[config.mk]
export PLATFORM = sky130hd
export DESIGN_NAME = led_matrix_scan_ctrl
export DESIGN_NICKNAME = d
export VERILOG_FILES = /design/src/rtl/led_matrix_pkg.sv /design/src/rtl/led_matrix_scan_ctrl_pin_sync_edge.sv /design/src/rtl/led_matrix_scan_ctrl.sv
export SDC_FILE = /design/constraint.sdc
export NUM_CORES = 1
export LEC_CHECK = 0
export CORE_ASPECT_RATIO = 1.4
export CORE_MARGIN = 2
export CORE_UTILIZATION = 45
export CTS_BUF_LIST = sky130_fd_sc_hd__clkbuf_8
export DETAILED_ROUTE_END_ITERATION = 6
export PLACE_DENSITY = 0.66
export SYNTH_ARGS = -nofsm -noshare
export SYNTH_HDL_FRONTEND = slang
export SYNTH_SLANG_ARGS = --single-unit
[constraint.sdc]
create_clock -name clk -period 2.05 [get_ports clk]
set_input_delay 0.3075 -clock clk [delete_from_list [all_inputs] [get_ports clk]]
set_output_delay 0.3075 -clock clk [all_outputs]
set_load 0.02 [all_outputs]
[src/rtl/led_matrix_pkg.sv]
// Shared defaults, width helpers and pixel indexing for the LED matrix scan controller.
package led_matrix_pkg;

    localparam int unsigned DEF_ROWS         = 8;
    localparam int unsigned DEF_COLS         = 8;
    localparam int unsigned DEF_DWELL_LOG2   = 5;
    localparam int unsigned DEF_BLANK_CYCLES = 2;
    localparam int unsigned DEF_BRIGHT_W     = 3;

    // Pin edges are ignored for this many cycles after reset is released.
    localparam int unsigned EDGE_GUARD_CYCLES = 3;
    localparam int unsigned GUARD_W           = 2;

    function automatic int unsigned n_pix_of(input int unsigned rows, input int unsigned cols);
        return rows * cols;
    endfunction

    function automatic int unsigned cnt_w_of(input int unsigned rows, input int unsigned cols);
        return $clog2(rows * cols + 1);
    endfunction

    function automatic int unsigned col_w_of(input int unsigned cols);
        return (cols > 1) ? $clog2(cols) : 1;
    endfunction

    function automatic int unsigned pix_index(input int unsigned col, input int unsigned row,
                                              input int unsigned rows);
        return col * rows + row;
    endfunction

endpackage

[src/rtl/led_matrix_scan_ctrl_pin_sync_edge.sv]
// Two-flop synchroniser for an asynchronous pin, producing a one-cycle rising-edge
// pulse that stays suppressed for a short guard window after reset.
module pin_sync_edge
    import led_matrix_pkg::*;
(
    input  logic clk,
    input  logic reset,
    input  logic pin,
    output logic rise
);

    logic               meta_q,  meta_d;
    logic               sync_q,  sync_d;
    logic               prev_q,  prev_d;
    logic [GUARD_W-1:0] guard_q, guard_d;
    logic               guard_done;

    always_comb begin
        meta_d     = pin;
        sync_d     = meta_q;
        prev_d     = sync_q;
        guard_done = (guard_q == GUARD_W'(EDGE_GUARD_CYCLES));
        guard_d    = guard_done ? guard_q : guard_q + 1'b1;
        rise       = sync_q & ~prev_q & guard_done;
    end

    always_ff @(posedge clk) begin
        if (reset) begin
            meta_q  <= 1'b0;
            sync_q  <= 1'b0;
            prev_q  <= 1'b0;
            guard_q <= '0;
        end else begin
            meta_q  <= meta_d;
            sync_q  <= sync_d;
            prev_q  <= prev_d;
            guard_q <= guard_d;
        end
    end

endmodule

[src/rtl/led_matrix_scan_ctrl.sv]
// LED matrix column scanner: serial frame load into a shift chain, double-buffered
// latch on strobe, column scan with dead-time blanking and global PWM brightness.
module led_matrix_scan_ctrl
    import led_matrix_pkg::*;
#(
    parameter int unsigned ROWS         = DEF_ROWS,
    parameter int unsigned COLS         = DEF_COLS,
    parameter int unsigned DWELL_LOG2   = DEF_DWELL_LOG2,
    parameter int unsigned BLANK_CYCLES = DEF_BLANK_CYCLES,
    parameter int unsigned BRIGHT_W     = DEF_BRIGHT_W
) (
    input  logic                clk,
    input  logic                reset,
    input  logic                din,
    input  logic                dclk,
    input  logic                strobe,
    input  logic [BRIGHT_W-1:0] brightness,
    input  logic                scan_en,
    output logic [ROWS-1:0]     row_out,
    output logic [COLS-1:0]     col_sel,
    output logic                frame_start,
    output logic                frame_err
);

    localparam int unsigned N_PIX = n_pix_of(ROWS, COLS);
    localparam int unsigned CNT_W = cnt_w_of(ROWS, COLS);
    localparam int unsigned COL_W = col_w_of(COLS);

    logic                  din_meta_q, din_meta_d;
    logic                  din_s_q,    din_s_d;
    logic                  dclk_rise,  strobe_rise;
    logic [N_PIX-1:0]      chain_q,    chain_d;
    logic [N_PIX-1:0]      vbuf_q,     vbuf_d;
    logic [CNT_W-1:0]      bit_count_q, bit_count_d;
    logic                  frame_err_q, frame_err_d;
    logic [DWELL_LOG2-1:0] phase_q,    phase_d;
    logic [COL_W-1:0]      col_q,      col_d;
    logic [ROWS-1:0]       row_out_q,  row_out_d;
    logic [COLS-1:0]       col_sel_q,  col_sel_d;
    logic                  frame_start_q, frame_start_d;
    logic                  bit_count_full;
    logic                  active;

    pin_sync_edge u_dclk_sync (
        .clk   (clk),
        .reset (reset),
        .pin   (dclk),
        .rise  (dclk_rise)
    );

    pin_sync_edge u_strobe_sync (
        .clk   (clk),
        .reset (reset),
        .pin   (strobe),
        .rise  (strobe_rise)
    );

    always_comb begin
        din_meta_d     = din;
        din_s_d        = din_meta_q;
        chain_d        = chain_q;
        vbuf_d         = vbuf_q;
        bit_count_d    = bit_count_q;
        frame_err_d    = frame_err_q;
        bit_count_full = (bit_count_q == CNT_W'(N_PIX));

        if (dclk_rise) begin
            chain_d = {chain_q[N_PIX-2:0], din_s_q};
        end

        // A strobe coinciding with a shift latches the pre-shift chain and
        // counts that shift as the first bit of the next frame.
        if (strobe_rise) begin
            vbuf_d      = chain_q;
            frame_err_d = !bit_count_full;
            bit_count_d = dclk_rise ? CNT_W'(1) : '0;
        end else if (dclk_rise && !bit_count_full) begin
            bit_count_d = bit_count_q + 1'b1;
        end
    end

    always_comb begin
        phase_d = '0;
        col_d   = '0;
        if (scan_en) begin
            phase_d = phase_q + 1'b1;
            if (phase_q == '1) begin
                col_d = (col_q == COL_W'(COLS - 1)) ? '0 : col_q + 1'b1;
            end else begin
                col_d = col_q;
            end
        end

        // The top BRIGHT_W bits of phase pick the PWM slot within the dwell.
        active = scan_en
              && (phase_q >= DWELL_LOG2'(BLANK_CYCLES))
              && (phase_q[DWELL_LOG2-1 -: BRIGHT_W] <= brightness);

        col_sel_d = '0;
        row_out_d = '0;
        if (active) begin
            col_sel_d[col_q] = 1'b1;
            row_out_d        = vbuf_q[pix_index(32'(col_q), 0, ROWS) +: ROWS];
        end

        frame_start_d = scan_en && (col_q == '0) && (phase_q == '0);
    end

    always_ff @(posedge clk) begin
        if (reset) begin
            din_meta_q    <= 1'b0;
            din_s_q       <= 1'b0;
            chain_q       <= '0;
            vbuf_q        <= '0;
            bit_count_q   <= '0;
            frame_err_q   <= 1'b0;
            phase_q       <= '0;
            col_q         <= '0;
            row_out_q     <= '0;
            col_sel_q     <= '0;
            frame_start_q <= 1'b0;
        end else begin
            din_meta_q    <= din_meta_d;
            din_s_q       <= din_s_d;
            chain_q       <= chain_d;
            vbuf_q        <= vbuf_d;
            bit_count_q   <= bit_count_d;
            frame_err_q   <= frame_err_d;
            phase_q       <= phase_d;
            col_q         <= col_d;
            row_out_q     <= row_out_d;
            col_sel_q     <= col_sel_d;
            frame_start_q <= frame_start_d;
        end
    end

    assign row_out     = row_out_q;
    assign col_sel     = col_sel_q;
    assign frame_start = frame_start_q;
    assign frame_err   = frame_err_q;

endmodule

==> results by group <==
Outcome
  – Status: finished clean

Power and ir drop
  – Internal power: 4.45 mW
  – Clk pwr share: 39.2%
  – Peak VDD IR: 0.361 mV
  – Pleak: 2.57 nW
  – Pwr Total: 5.90 mW
  – Pwr Density: 818 mW/mm^2
  – Net Sw Frac: about a quarter
  – Sequential share of power: 57.7%
  – P_sw: between 1 and 1.5 mW
  – Comb pwr share: 3.1%

Synthesis
  – Synth Warn #: 0
  – Post-synth top flop: dfxtp_1
  – Synth top area cells: dfxtp_1, a22o_1, nand2_1, a21oi_1, mux4_1
  – Mapped Area: 0.00644 mm^2
  – Cells after Synth: 638
  – Synth Area per Inst: just over 10 um^2
  – Count of state elements after synthesis: approximately 170
  – Ys async rst share: 0%
  – Number of synthesized flops with an enable pin: 0
  – Sequential area share after synthesis: between 50% and 60%
  – Syn Nets: 661
  – Unique masters post-synth: 48
  – Most common cell in the netlist: dfxtp_1
  – Top post-synthesis cells by count: dfxtp_1, nand2_1, a21oi_1, a22o_1
  – Largest area contributor in the netlist: dfxtp_1
  – Post-synth top area share: 53.8%

Floorplan
  – Rows: 51
  – Die height: between 100 and 150 um
  – Die ar.: between 0.015 and 0.02 mm^2
  – Core area: 0.0140 mm^2
  – Die width: 105 um
  – Initial core utilization: 46.1%
  – Ports: 27

Clock tree
  – Reg clk slew, reported paths: 0.10 ns
  – CTS Root Cell: clkbuf_8
  – H-tree levels: 4
  – Sink Count: 173
  – Post-CTS Hold Buffers: 0
  – Post-CTS setup buffers: 0
  – TritonCTS clock tree: done
  – Clk buf depth: 2
  – Post-cts sizing count: 0
  – Clock latency on the worst-skew pair: between 0.4 and 0.5 ns
  – Total CTS buffers: 17

Global route
  – Grt ovf: 0
  – First-pass GRT wire length: 22400 um
  – Tot GR Track Use: approximately 18%
  – Vias in the first global route: roughly 4600
  – Pin count of the biggest net entering global routing: 74
  – Antenna violations before repair: 0

Setup path
  – Worst reg2reg setup slack: roughly 0.23 ns
  – Worst Setup End Kind: flop
  – Beginning of the critical path: phase_q[3]
  – FF-to-FF Start: phase_q[3]
  – CP startpoint kind: flop
  – Data arrival, critical path: 2.14 ns
  – Reg2reg end: row_out[7]
  – Crit path kind: flop to flop
  – Register-to-Register Path Depth: 6
  – Critical Path RT: 2.37 ns
  – Worst-path maximum fanout: 9

Min path
  – Hold path startpoint: reset
  – Hold WC Path Type: input pin to flop
  – Hold depth: 2
  – Worst Hold End: u_strobe_sync.meta_q

Detailed routing
  – DRT antenna net count: 0
  – Via count: 4577
  – DRT iter0 DRCs: 361
  – Post-Route WL: ~13000 um
  – First-pass iteration count of the detailed router: 5
  – Vias per cell: 5.40
  – Routed WL per cell: 15.8 um
  – Drt drc: 0

Timing
  – Clock Skew: 0.0121 ns
  – Worst Max-Slew Pin Slew: ~0.75 ns
  – Minimum clock period: 1.82 ns
  – RSZ-0062 raised after global routing: false
  – Max Fclk: 550 MHz
  – Endpoints failing hold: 0
  – Final setup violating endpoints: 0
  – Final worst-path cycle share: between 80% and 90%
  – Relative slew margins: approximately half
  – Slew Viols, Final: 0

Placed design
  – PortBufs: 26
  – Post-DP Area: 0.00683 mm^2
  – DP HPWL: 8830 um
  – GPL Wtd Cong: 0.763

Finish
  – Area Growth Syn to Fin: 12.1%
  – Fraction of layout cells with a size suffix above 1: slightly below 9%
  – Nets: 673
  – Diode count: 0
  – Post-route cell area: between 0.007 and 0.008 mm^2

Flow run
  – Max-cap viol count: 0
## per-layer routing
layer	global-route usage, %	up-vias	share of wire (%)
li1	-	2243	-
met1	21.6	2217	43
met2	31.2	95	51
met3	4.03	22	3.1
met4	8.80	0	3.3
met5	0	-	0
## stage by stage
step / hold slack [ns] / setup slack (ns) / util (%) / instances / setup TNS, ns
finish: 0.203 / 0.232 / 51.6 / 848 / 0
global route: 0.180 / 0.0455 / 51.6 / 848 / 0
detailed placement: 0.431 / -0.211 / 48.8 / 816 / -2.07
global placement: 0.419 / -0.159 / 48.8 / 816 / -1.60
floorplan: 0.414 / 0.475 / - / 638 / 0
CTS: 0.173 / 0.230 / 51.6 / 848 / 0
## sequential cells by signal, summed over array words and instances, names as in the netlist, 2 cells and up
name / count
phase_q: 5
u_strobe_sync.guard_q: 2
chain_q: 64
row_out: 8
vbuf_q: 64
bit_count_q: 7
u_dclk_sync.guard_q: 2
col_sel: 8
col_q: 3
## area by class of cell
| cell class | instances | area [um^2] |
|---|---|---|
| Clock inverter | 15 | 154 |
| Sequential cell | 173 | 3460 |
| Fill cell | 1256 | 6760 |
| Timing Repair Buffer | 40 | 410 |
| Tap cell | 185 | 231 |
| Multi-Input combinational cell | 406 | 2680 |
| Clock buffer | 17 | 234 |
| Inverter | 12 | 45.0 |
## cell families (layout without fill, tap and decap cells)
| family | Yosys count | after routing | synth area share [%] |
|---|---|---|---|
| compound gates | 150 | 150 | 16.5 |
| simple gates | 207 | 207 | 13.9 |
| fa+ha+maj | 14 | 14 | 2.72 |
| buf+inv | 59 | 84 | 4.84 |
| xor+xnor | 8 | 8 | 1.09 |
| flops | 173 | 173 | 53.8 |
| mux | 27 | 27 | 7.13 |
## power by group through the flow
| stage | Sequential, mW | Clock, mW | Combinational (mW) |
|---|---|---|---|
| detailed placement | 3.48 | 0 | 0.185 |
| floorplan | 3.48 | 0 | 0.127 |
| global route | 3.41 | 2.49 | 0.209 |
| global placement | 3.48 | 0 | 0.176 |
| finish | 3.40 | 2.32 | 0.184 |
| CTS | 3.40 | 2.37 | 0.186 |
## worst max-delay path, stage by stage, from the launching register on
cell	delay, ns
dfxtp_1	0.35
ha_1	0.30
nor2b_1	0.12
o21ai_0	0.07
a32oi_1	0.50
buf_4	0.28
nor3_1	0.07
## placed cells by master (no fill, tap or decap), types with 2 or more instances in the layout
cell / synthesis / routed
buf_12: 0 / 4
ha_1: 14 / 14
inv_8: 0 / 3
inv_1: 11 / 11
xnor2_1: 5 / 5
a21o_1: 3 / 3
a21oi_1: 67 / 66
nand4_1: 2 / 2
xor2_1: 3 / 3
mux2_2: 2 / 2
nor4_1: 3 / 3
nand3_1: 3 / 3
nor2_1: 21 / 21
clkdlybuf4s50_1: 0 / 25
clkinv_4: 0 / 2
and2_1: 3 / 2
nor2b_1: 15 / 15
a211oi_1: 2 / 2
buf_4: 8 / 10
nand2_1: 138 / 138
mux4_2: 2 / 2
clkinvlp_4: 0 / 5
clkbuf_8: 0 / 17
mux2i_1: 13 / 13
a22o_1: 67 / 67
dfxtp_1: 173 / 173
nor3_1: 12 / 12
mux4_1: 9 / 9
nor4b_1: 3 / 3
inv_6: 0 / 4
## worst max path at each step
stage | to | cells after the start
global route | col_sel[5] | 7
floorplan | col_sel[2] | 7
CTS | row_out[7] | 6
global placement | col_sel[2] | 8
finish | row_out[7] | 6
detailed placement | row_out[7] | 8
(Power assumes the default switching activity.)
